**src/rtl/lockon_pkg.sv**
```systemverilog
// Shared types and geometry for the lock-on tracker.
// No logic here; widths are derived from the QQVGA frame size.
package lockon_pkg;

    localparam int QQVGA_W = 160;
    localparam int QQVGA_H = 120;
    localparam int XW = $clog2(QQVGA_W);
    localparam int YW = $clog2(QQVGA_H);

    typedef enum logic [1:0] {
        SEARCH  = 2'd0,
        ACQUIRE = 2'd1,
        LOCKED  = 2'd2,
        COAST   = 2'd3
    } lock_state_t;

    typedef struct packed {
        logic          found;
        logic [XW-1:0] x_min;
        logic [XW-1:0] x_max;
        logic [YW-1:0] y_min;
        logic [YW-1:0] y_max;
    } det_t;

    function automatic logic [3:0] sat_inc(input logic [3:0] v);
        return (v == 4'hF) ? v : v + 4'd1;
    endfunction

endpackage

```
**src/rtl/lockon_meas_unit.sv**
```systemverilog
// Box sanity check, centre and spatial gate for one buffered detection.
// Latency: purely combinational.
// Backpressure: none; evaluated whenever the parent samples it.
module lockon_meas_unit
    import lockon_pkg::*;
#(
    parameter int GATE_PX = 12,
    parameter int MIN_BOX = 2
) (
    input  logic          pend_valid,
    input  det_t          det,
    input  logic [XW-1:0] ref_x,
    input  logic [YW-1:0] ref_y,
    output logic          hit,
    output logic          gated,
    output logic [XW-1:0] cx,
    output logic [YW-1:0] cy
);

    localparam logic [XW-1:0] MIN_X  = XW'(MIN_BOX);
    localparam logic [YW-1:0] MIN_Y  = YW'(MIN_BOX);
    localparam logic [XW-1:0] GATE_X = XW'(GATE_PX);
    localparam logic [YW-1:0] GATE_Y = YW'(GATE_PX);

    logic [XW:0]   sum_x;
    logic [YW:0]   sum_y;
    logic [XW-1:0] w_x;
    logic [YW-1:0] h_y;
    logic [XW-1:0] dx;
    logic [YW-1:0] dy;
    logic          ok_x;
    logic          ok_y;

    // One extra sum bit so the midpoint never wraps.
    assign sum_x = {1'b0, det.x_min} + {1'b0, det.x_max};
    assign sum_y = {1'b0, det.y_min} + {1'b0, det.y_max};
    assign cx    = sum_x[XW:1];
    assign cy    = sum_y[YW:1];

    assign w_x  = det.x_max - det.x_min;
    assign h_y  = det.y_max - det.y_min;
    assign ok_x = (det.x_min <= det.x_max) && (w_x >= MIN_X);
    assign ok_y = (det.y_min <= det.y_max) && (h_y >= MIN_Y);
    assign hit  = pend_valid && det.found && ok_x && ok_y;

    assign dx    = (cx >= ref_x) ? (cx - ref_x) : (ref_x - cx);
    assign dy    = (cy >= ref_y) ? (cy - ref_y) : (ref_y - cy);
    assign gated = hit && (dx <= GATE_X) && (dy <= GATE_Y);

endmodule

```
**src/rtl/lockon_track_ctrl.sv**
```systemverilog
// Frame-synchronous SEARCH/ACQUIRE/LOCKED/COAST sequencer feeding the HUD.
// Latency: outputs update on the frame_start edge, visible one cycle later.
// Backpressure: none; det_done results are shadowed, last one per frame wins.
module lockon_track_ctrl
    import lockon_pkg::*;
#(
    parameter int ACQ_FRAMES   = 3,
    parameter int COAST_FRAMES = 8,
    parameter int GATE_PX      = 12,
    parameter int MIN_BOX      = 2
) (
    input  logic       clk,
    input  logic       reset,
    input  logic       enable,
    input  logic       frame_start,
    input  logic       det_done,
    input  logic       det_found,
    input  logic [7:0] det_x_min,
    input  logic [7:0] det_x_max,
    input  logic [6:0] det_y_min,
    input  logic [6:0] det_y_max,
    output logic [7:0] target_x,
    output logic [6:0] target_y,
    output logic [7:0] box_x_min,
    output logic [7:0] box_x_max,
    output logic [6:0] box_y_min,
    output logic [6:0] box_y_max,
    output logic       target_valid,
    output logic       box_valid,
    output logic [1:0] lock_state,
    output logic       lock_lost
);

    localparam logic [3:0] ACQ_N   = 4'(ACQ_FRAMES);
    localparam logic [3:0] COAST_N = 4'(COAST_FRAMES);

    lock_state_t   state, state_nxt;
    logic [3:0]    hit_cnt, hit_cnt_nxt;
    logic [3:0]    miss_cnt, miss_cnt_nxt;
    logic          pend_valid;
    det_t          shadow;
    logic [XW-1:0] ref_x;
    logic [YW-1:0] ref_y;

    logic          hit, gated;
    logic [XW-1:0] cx;
    logic [YW-1:0] cy;
    logic          ref_ld, publish, lost_nxt;
    logic [3:0]    hit_inc, miss_inc;

    lockon_meas_unit #(
        .GATE_PX (GATE_PX),
        .MIN_BOX (MIN_BOX)
    ) u_meas (
        .pend_valid (pend_valid),
        .det        (shadow),
        .ref_x      (ref_x),
        .ref_y      (ref_y),
        .hit        (hit),
        .gated      (gated),
        .cx         (cx),
        .cy         (cy)
    );

    assign hit_inc  = sat_inc(hit_cnt);
    assign miss_inc = sat_inc(miss_cnt);

    always_comb begin
        state_nxt    = state;
        hit_cnt_nxt  = hit_cnt;
        miss_cnt_nxt = miss_cnt;
        ref_ld       = 1'b0;
        publish      = 1'b0;
        lost_nxt     = 1'b0;
        if (!enable) begin
            state_nxt    = SEARCH;
            hit_cnt_nxt  = 4'd0;
            miss_cnt_nxt = 4'd0;
        end else if (frame_start) begin
            unique case (state)
                SEARCH: begin
                    if (hit) begin
                        state_nxt   = ACQUIRE;
                        hit_cnt_nxt = 4'd1;
                        ref_ld      = 1'b1;
                    end
                end
                ACQUIRE: begin
                    if (gated) begin
                        hit_cnt_nxt = hit_inc;
                        ref_ld      = 1'b1;
                        if (hit_inc >= ACQ_N) begin
                            state_nxt = LOCKED;
                            publish   = 1'b1;
                        end
                    end else if (hit) begin
                        hit_cnt_nxt = 4'd1;
                        ref_ld      = 1'b1;
                    end else begin
                        state_nxt   = SEARCH;
                        hit_cnt_nxt = 4'd0;
                    end
                end
                LOCKED: begin
                    if (gated) begin
                        publish = 1'b1;
                        ref_ld  = 1'b1;
                    end else begin
                        state_nxt    = COAST;
                        miss_cnt_nxt = 4'd1;
                    end
                end
                COAST: begin
                    // ref still holds the last published centre here.
                    if (gated) begin
                        state_nxt    = LOCKED;
                        publish      = 1'b1;
                        ref_ld       = 1'b1;
                        miss_cnt_nxt = 4'd0;
                    end else if (miss_inc >= COAST_N) begin
                        state_nxt    = SEARCH;
                        lost_nxt     = 1'b1;
                        miss_cnt_nxt = 4'd0;
                        hit_cnt_nxt  = 4'd0;
                    end else begin
                        miss_cnt_nxt = miss_inc;
                    end
                end
                default: state_nxt = SEARCH;
            endcase
        end
    end

    always_ff @(posedge clk or posedge reset) begin
        if (reset) begin
            state        <= SEARCH;
            hit_cnt      <= 4'd0;
            miss_cnt     <= 4'd0;
            pend_valid   <= 1'b0;
            shadow       <= '0;
            ref_x        <= '0;
            ref_y        <= '0;
            target_x     <= '0;
            target_y     <= '0;
            box_x_min    <= '0;
            box_x_max    <= '0;
            box_y_min    <= '0;
            box_y_max    <= '0;
            target_valid <= 1'b0;
            box_valid    <= 1'b0;
            lock_lost    <= 1'b0;
        end else begin
            state    <= state_nxt;
            hit_cnt  <= hit_cnt_nxt;
            miss_cnt <= miss_cnt_nxt;
            // A coincident det_done is kept for the following frame.
            if (!enable)
                pend_valid <= 1'b0;
            else if (det_done)
                pend_valid <= 1'b1;
            else if (frame_start)
                pend_valid <= 1'b0;
            if (det_done)
                shadow <= '{found: det_found, x_min: det_x_min, x_max: det_x_max,
                            y_min: det_y_min, y_max: det_y_max};
            if (ref_ld) begin
                ref_x <= cx;
                ref_y <= cy;
            end
            if (publish) begin
                target_x  <= cx;
                target_y  <= cy;
                box_x_min <= shadow.x_min;
                box_x_max <= shadow.x_max;
                box_y_min <= shadow.y_min;
                box_y_max <= shadow.y_max;
            end
            target_valid <= (state_nxt == LOCKED) || (state_nxt == COAST);
            box_valid    <= (state_nxt == LOCKED);
            lock_lost    <= lost_nxt;
        end
    end

    assign lock_state = state;

endmodule

```
**config.mk**
```make
export PLATFORM = sky130hd
export DESIGN_NAME = lockon_track_ctrl
export DESIGN_NICKNAME = d
export VERILOG_FILES = /design/src/rtl/lockon_pkg.sv /design/src/rtl/lockon_meas_unit.sv /design/src/rtl/lockon_track_ctrl.sv
export SDC_FILE = /design/constraint.sdc
export NUM_CORES = 1
export LEC_CHECK = 0
export ABC_AREA = 1
export BUFFER_PORTS_ARGS = -buffer_cell sky130_fd_sc_hd__clkbuf_2
export CORE_MARGIN = 1.5
export CORE_UTILIZATION = 42
export DETAILED_ROUTE_END_ITERATION = 8
export GPL_TIMING_DRIVEN = 0
export REMOVE_ABC_BUFFERS = 1
export SYNTH_ARGS = -nofsm -noshare
export SYNTH_HDL_FRONTEND = slang
export SYNTH_SLANG_ARGS = --single-unit
```
**constraint.sdc**
```tcl
create_clock -name clk -period 3.72 [get_ports clk]
set_input_delay 0.186 -clock clk [delete_from_list [all_inputs] [get_ports clk]]
set_output_delay 0.186 -clock clk [all_outputs]
set_load 0.005 [all_outputs]
```
== Yosys cells after proc, flatten, opt, wreduce, memory -nomap -nowiden ==
Cells that the tools add are included.
Word-level totals
  bits in registers: 105
  input port bits: 36
  output and inout bits: 50
  word-level logic and storage cells: 114
Cells by class
  add/sub/neg operators: 10
  magnitude comparators: 10
  equality and inequality tests: 15
  multiplexer cells: 47
  reduce and logical (&&, ||, !) cells: 12
Operator list (number)
  4-bit 2-to-1 mux: 13
  8-bit subtractor: 3
  7-bit subtractor: 3
  1-bit 2-to-1 mux: 18
  2-bit 2-to-1 mux: 9
  4-bit case mux with 3 select lines: 1
  8-bit by 8-bit adder with 9-bit output: 1
  3-bit != test, second input constant: 3
  4-bit by 1-bit adder with 4-bit output, second input constant: 2
  7-bit by 7-bit adder with 8-bit output: 1
  2-bit == test, second input constant: 4
  4-bit == test, second input constant: 2
  8-bit by 2-bit >= comparator with 1-bit output, second input constant: 1
  8-bit >= comparator: 1
  8-bit by 4-bit <= comparator with 1-bit output, second input constant: 1
  8-bit <= comparator: 1
  8-bit 2-to-1 mux: 1
  2-bit case mux with 4 select lines: 1
  4-bit case mux with 2 select lines: 1
  7-bit by 2-bit >= comparator with 1-bit output, second input constant: 1
  7-bit >= comparator: 1
  7-bit by 4-bit <= comparator with 1-bit output, second input constant: 1
  7-bit <= comparator: 1
  1-bit logical AND: 7
  other kinds (15): 16

== Depth between registers and ports, before layout ==
  depth in word-level cells: 13
  gate-level depth with buffers: 34
  mapped depth without buffers: 32

== Hierarchy ==
From an unflattened synthesis, not the netlist that was laid out.
Second synthesis, totals
  cells, all modules: 901
  area total of the unflattened synthesis: 7200.7 µm²
By module, submodules not included
  lockon_track_ctrl: instances 1, cells each 468, area an instance 4554.4 µm², sequential area each 2627.5 µm²
  lockon_meas_unit: instances 1, cells each 433, area an instance 2646.3 µm², sequential area each 0.0 µm²

== Least setup slack after synthesis ==
Ideal clock, no wire load.
  path type: reg-to-reg
  start point: register shadow[2] (netlist bit)
  end point: register ref_x[0]
  setup time: 0.117 ns
  arrival: 3.822 ns
  required time: 3.603 ns
  path slack: -0.218 ns
  cell stages (with the launch flop): 28
  period minus slack after synthesis: 3.938 ns
  path through: dfrtp_1 ha_1 buf_2 inv_1 a221o_1 a21oi_1 o21bai_1 xor2_1 inv_1 ha_1 buf_2 a21o_1 a21boi_1 nand3_2 inv_2 nand2_1 nand2_1 o21a_1 nand2_1 nor2_4 nand2_4 inv_2 o21ai_2 o21ai_4 nand2_4 buf_6 nand2_1 nand2_1
Between the ends
  elaborated cells on any way between the ends: 19
  classes of those cells: 4 x add/sub; 4 x order compare; 7 x mux; 4 x reduce/logical
RTL lines
  start: declaration: RTL line lockon_track_ctrl.sv:41  | det_t shadow;
  start signal: assignment: RTL line lockon_track_ctrl.sv:164  | shadow <= '{found: det_found, x_min: det_x_min, x_max: det_x_max,
  7-bit by 7-bit adder with 8-bit output (*): RTL line lockon_meas_unit.sv:36  | assign sum_y = {1'b0, det.y_min} + {1'b0, det.y_max};
  named net cy[4]: RTL line lockon_track_ctrl.sv:47  | logic [YW-1:0] cy;
  7-bit subtractor or 7-bit >= comparator (tied branches): RTL line lockon_meas_unit.sv:47  | assign dy = (cy >= ref_y) ? (cy - ref_y) : (ref_y - cy);
  7-bit 2-to-1 mux (*): RTL line lockon_meas_unit.sv:47
  7-bit by 4-bit <= comparator with 1-bit output (*): RTL line lockon_meas_unit.sv:48  | assign gated = hit && (dx <= GATE_X) && (dy <= GATE_Y);
  1-bit logical AND (*): RTL line lockon_meas_unit.sv:48
  1-bit 2-to-1 mux (on tied branches): RTL line lockon_track_ctrl.sv:105, lockon_track_ctrl.sv:115, lockon_track_ctrl.sv:89
  1-bit case mux with 3 select lines (*): RTL line lockon_track_ctrl.sv:80  | unique case (state)
  1-bit 2-to-1 mux (*): RTL line lockon_track_ctrl.sv:79  | end else if (frame_start) begin
  1-bit 2-to-1 mux (*): RTL line lockon_track_ctrl.sv:75  | if (!enable) begin
  end signal: assignment: RTL line lockon_track_ctrl.sv:141  | ref_x <= '0;
  end signal: assignment: RTL line lockon_track_ctrl.sv:167  | ref_x <= cx;
  end: declaration: RTL line lockon_track_ctrl.sv:42  | logic [XW-1:0] ref_x;
The timed path passes the listed nets; every way through them passes the cells marked *.
A chain may end at the register's enable or synchronous reset.

== Final worst setup path ==
  start point: register shadow[22] (netlist bit)
  end point: register target_y[5]
Between the ends
  elaborated cells on any way between the ends: 19
  classes of those cells: 4 x add/sub; 4 x order compare; 6 x mux; 5 x reduce/logical
RTL lines
  8-bit by 8-bit adder with 9-bit output (*): RTL line lockon_meas_unit.sv:35  | assign sum_x = {1'b0, det.x_min} + {1'b0, det.x_max};
  named net cx[1]: RTL line lockon_track_ctrl.sv:46  | logic [XW-1:0] cx;
  8-bit subtractor or 8-bit >= comparator (tied branches): RTL line lockon_meas_unit.sv:46  | assign dx = (cx >= ref_x) ? (cx - ref_x) : (ref_x - cx);
  8-bit 2-to-1 mux (*): RTL line lockon_meas_unit.sv:46
  8-bit by 4-bit <= comparator with 1-bit output (*): RTL line lockon_meas_unit.sv:48
  1-bit logical AND (*) (2 in a row): RTL line lockon_meas_unit.sv:48
  1-bit 2-to-1 mux (on tied branches): RTL line lockon_track_ctrl.sv:105, lockon_track_ctrl.sv:115, lockon_track_ctrl.sv:89
  1-bit case mux with 2 select lines (*): RTL line lockon_track_ctrl.sv:80
  1-bit 2-to-1 mux (*): RTL line lockon_track_ctrl.sv:79
  1-bit 2-to-1 mux (*): RTL line lockon_track_ctrl.sv:75
  end signal: assignment: RTL line lockon_track_ctrl.sv:172  | target_y <= cy;
  end: declaration: RTL line lockon_track_ctrl.sv:23  | output logic [6:0] target_y,
Marked as above.

==> key figures <==
Placement
  – Number of placed instances with taps included: 1204
  – Count of buffers from port buffering: 85
  – RD Place Congestion: 0.846
  – Final HPWL from detailed placement: around 11000 um

Power and ir drop
  – Peak VDD IR: 0.280 mV
  – Leakage power total: 0.00475 uW
  – Ratio of total power to cell area: 480 nW/um^2

Global route
  – Remaining global-route overflow: 0
  – Number of global-route vias before repair: a little over 6k
  – Global Route Usage Sum: 0.209
  – Wire length of the first global-routing pass: 29500 um
  – Antenna violations before repair: 0
  – Maximum number of pins on one net before global-route repair: 71

Yosys
  – Post-synth EDFFs: 0
  – Average cell area after synthesis: roughly 7.6 sq um
  – Largest family of logic cells by synthesized area: simple AND/OR/NAND/NOR gates
  – Number of distinct library cells after synthesis: 42
  – XOR/XNOR share of the synthesized area: 0.0350
  – Synth top area cells: dfrtp_1 37%, nand2_1 14%, ha_1 11%, inv_1 7.1%, nand3_1 4.4%
  – Mapped Area: 7010 sq um
  – Multiplexer share of the synthesized area: 0
  – Fraction of post-synthesis cell area in the top cell type by area: 0.375
  – Synth warnings: 0
  – Biggest area consumer among synthesized cells: dfrtp_1
  – Adder-Cell Fraction of Synth Area: 0.122
  – Synth Area in Compound Gates: 0.128
  – Simple-gate share of the synthesized area: 0.242
  – Number of instances in the synthesized netlist: between 900 and 1k
  – Top_reg_cell synth: dfrtp_1
  – Sequential fraction of the synthesis area: 0.375
  – Async set-reset flop share out of synthesis: 1.00
  – #FFs+latches synth: 105

Floorplan
  – Cell Rows: between 40 and 50
  – Initial standard-cell utilization of the core: 0.426
  – Standard cell core area: 16500 sq um
  – Die Footprint: 17500 sq um
  – Number of ports placed on the die boundary: 86
  – X dimension of the die: about 130 um
  – Vert. Die Dim: 132 um

Clock tree
  – Clock-pin slew of the registers on the worst-case setup and hold paths: 0.07 ns
  – Clock Latency Late Sink: approximately 0.36 ns
  – Root buffer selected by CTS: clkbuf_16
  – Inserted Clock Buffers: 9
  – CTS HTree Levels: 3
  – Total clock sinks: 105
  – Buffer levels on the longest clock path: 2
  – TritonCTS clock tree: yes

Detailed routing
  – Wire length after detailed routing: 19600 um
  – Detail-routed net length per standard cell: 15.3 um
  – Pre-antenna DRT Iters: 5
  – Number of vias per cell after detailed routing: 4.98
  – Post-route antenna net violation count: 0
  – Total number of vias: 6397
  – Number of DRC violations after detailed routing: 0
  – Iter 0 DRT Violations: 291

Critical path
  – Critical Path AT: 4.53 ns
  – Reg2reg setup slack: -0.52 ns
  – Setup Crit Path Kind: register to register
  – CP max stage delay: 0.43 ns
  – Worst-path cell chain: ha_4, fa_2, buf_4, xnor2_1, ha_1, nand2_1, nand2_1, nand2_1, nand2_2, nand2_1, nand3_4, buf_4, o21ai_2, xor2_1, nor2_2, nor2_4, nand3_4, o21ai_4, buf_12, nand2_4, o21ai_1
  – Crit path max-delay family: simple AND/OR/NAND/NOR gates
  – Buffer and inverter count on the worst path: 3
  – Data required, critical path: 4.00 ns
  – Crit-path most repeated cell: nand2_1
  – CP Launch Type: register
  – Top fanout value on the critical path: 7
  – Kind of capture point of the worst setup path: register
  – Slowest cell on the critical path: dfrtp_1

Final layout
  – Fraction of layout cells with a size suffix above 1: 0.289
  – Number of inserted diodes: 0
  – Nets: 1162
  – Number of standard cells in the layout, taps in and fillers out: 1284
  – Post-layout utilization of the core: 0.556
  – Post-synthesis to final-layout area growth: 30.7%

Timing
  – Clock period minus final worst setup slack: about 4.2 ns
  – Count of final hold-check violations: 0
  – Transition time at the pin with the least slew margin: 1.03 ns
  – Setup skew after layout: between 0.01 and 0.015 ns
  – Max Transition Viols Final: 0
  – Setup ws final: -0.524 ns
  – Total of endpoints with negative setup slack in the final report: 72
  – Slew headroom: 0.313
  – Final Cycle Share: 1.14
  – RSZ-0062 raised after global routing: true
  – Fmax: 236 MHz

Flow run
  – Reported max-cap violation count: 0

Outcome
  – Violated checks: setup timing
  – Outcome: complete, but fails checks

Worst hold path
  – Hold Crit Class: input pin to register
## cells in the final DEF (no fill, tap or decap), types with 15 or more instances in the layout
master      n
inv_1     121
nand4_1    16
o21ai_1    35
a21oi_1    34
dfrtp_1   102
clkbuf_2   85
nor2_1     37
xor2_1     15
nand2_2    36
nand3_1    57
inv_2      16
buf_4      42
o21ai_2    20
o21ai_0    40
nand2_1   218
ha_1       46
## power by group
group / total, uW / leakage [uW] / switching (uW) / internal, uW
Clock: 959 / 0.000145 / 450 / 509
Sequential: 1320 / 0.00139 / 85.9 / 1230
Combinational: 2120 / 0.00321 / 1230 / 891
## cell type report
type / count / area, sq um
repair buffers: 137 / 917
multi-input cells: 667 / 4510
inverters: 140 / 533
well taps: 220 / 275
clock buffers: 12 / 267
flip-flops and latches: 105 / 2630
clock inverters: 3 / 22.5
fillers: 1560 / 7310
## synth_stat cells, types with 2 or more instances
master,n
a221o_1,2
buf_4,5
nand4_1,16
ha_1,62
o21ai_1,50
o211ai_1,2
nand2_1,255
a21oi_1,40
o21ai_2,3
a21o_1,3
inv_2,8
o21bai_1,4
nor2_1,45
nand2_2,3
o21a_1,4
buf_2,15
clkbuf_1,8
a31oi_1,3
nand2_4,2
nand3_2,5
o21ai_0,45
inv_1,132
dfrtp_1,105
nand3_1,61
xor2_1,20
nor2_4,2
xnor2_1,8
buf_6,2
or2_1,2
fa_1,4
## path summary, 6_finish.rpt
| kind | cells past startpoint | from | to |
|---|---|---|---|
| min in group asynchronous | 3 | reset | box_x_max[3] |
| max in group asynchronous | 4 | reset | target_valid |
| min | 3 | det_y_max[5] | shadow[5] |
| min reg2reg | 2 | target_x[0] | target_x[0] |
| max reg2reg | 21 | shadow[22] | target_y[5] |
| max | 21 | shadow[22] | target_y[5] |
## sequential cells by signal, summed over array words and instances (netlist names)
name and flops:
shadow 31, box_x_max 8, pend_valid 1, target_x 8, lock_state 2, box_x_min 8
hit_cnt 4, box_y_min 7, target_y 7, miss_cnt 4, box_y_max 7, ref_y 7
ref_x 8, target_valid 1, box_valid 1, lock_lost 1
## cell families after synthesis
group,count (synthesis)
compound gates,162
xor+xnor,28
fa+ha+maj,66
buf+inv,170
flops,105
simple gates,397
## per-stage QoR
step / total power [uW] / worst slack [ns] / hold WS (ns) / instance area (sq um) / setup TNS, ns
floorplan: 2630 / -0.780 / 0.293 / 6840 / -39.44
global placement: 2970 / -1.90 / 0.389 / 7540 / -177.40
detailed placement: 2990 / -1.43 / 0.253 / 7580 / -92.61
CTS: 4210 / -0.532 / 0.0225 / 8580 / -30.97
global route: 4750 / -0.787 / 0.0421 / 9160 / -49.92
finish: 4400 / -0.524 / 0.0275 / 9160 / -30.84
## tightest hold or removal path, delay by kind of cell
kind	cells	cell delay, ns
buffers and inverters	1	0.07
AO/OA/AOI/OAI	1	0.05
AND/OR/NAND/NOR	1	0.04
## routing by layer
layer | track usage | part of all wire | vias up
met2 | 0.347 | 0.47 | 108
met4 | 0.0611 | 0.020 | 0
met1 | 0.285 | 0.47 | 3015
met5 | 0 | 0 | -
met3 | 0.0285 | 0.040 | 23
li1 | - | - | 3251
## timing repair
action	in CTS	in global routing
setup buffers	27	20
cloned	6	10
setup endpoints to repair	73	73
endpoints found under the hold margin	35	0
resized for setup	99	66
hold buffers	1	0
pin swaps	30	50
No activity file was read; power rests on OpenSTA's default activity.
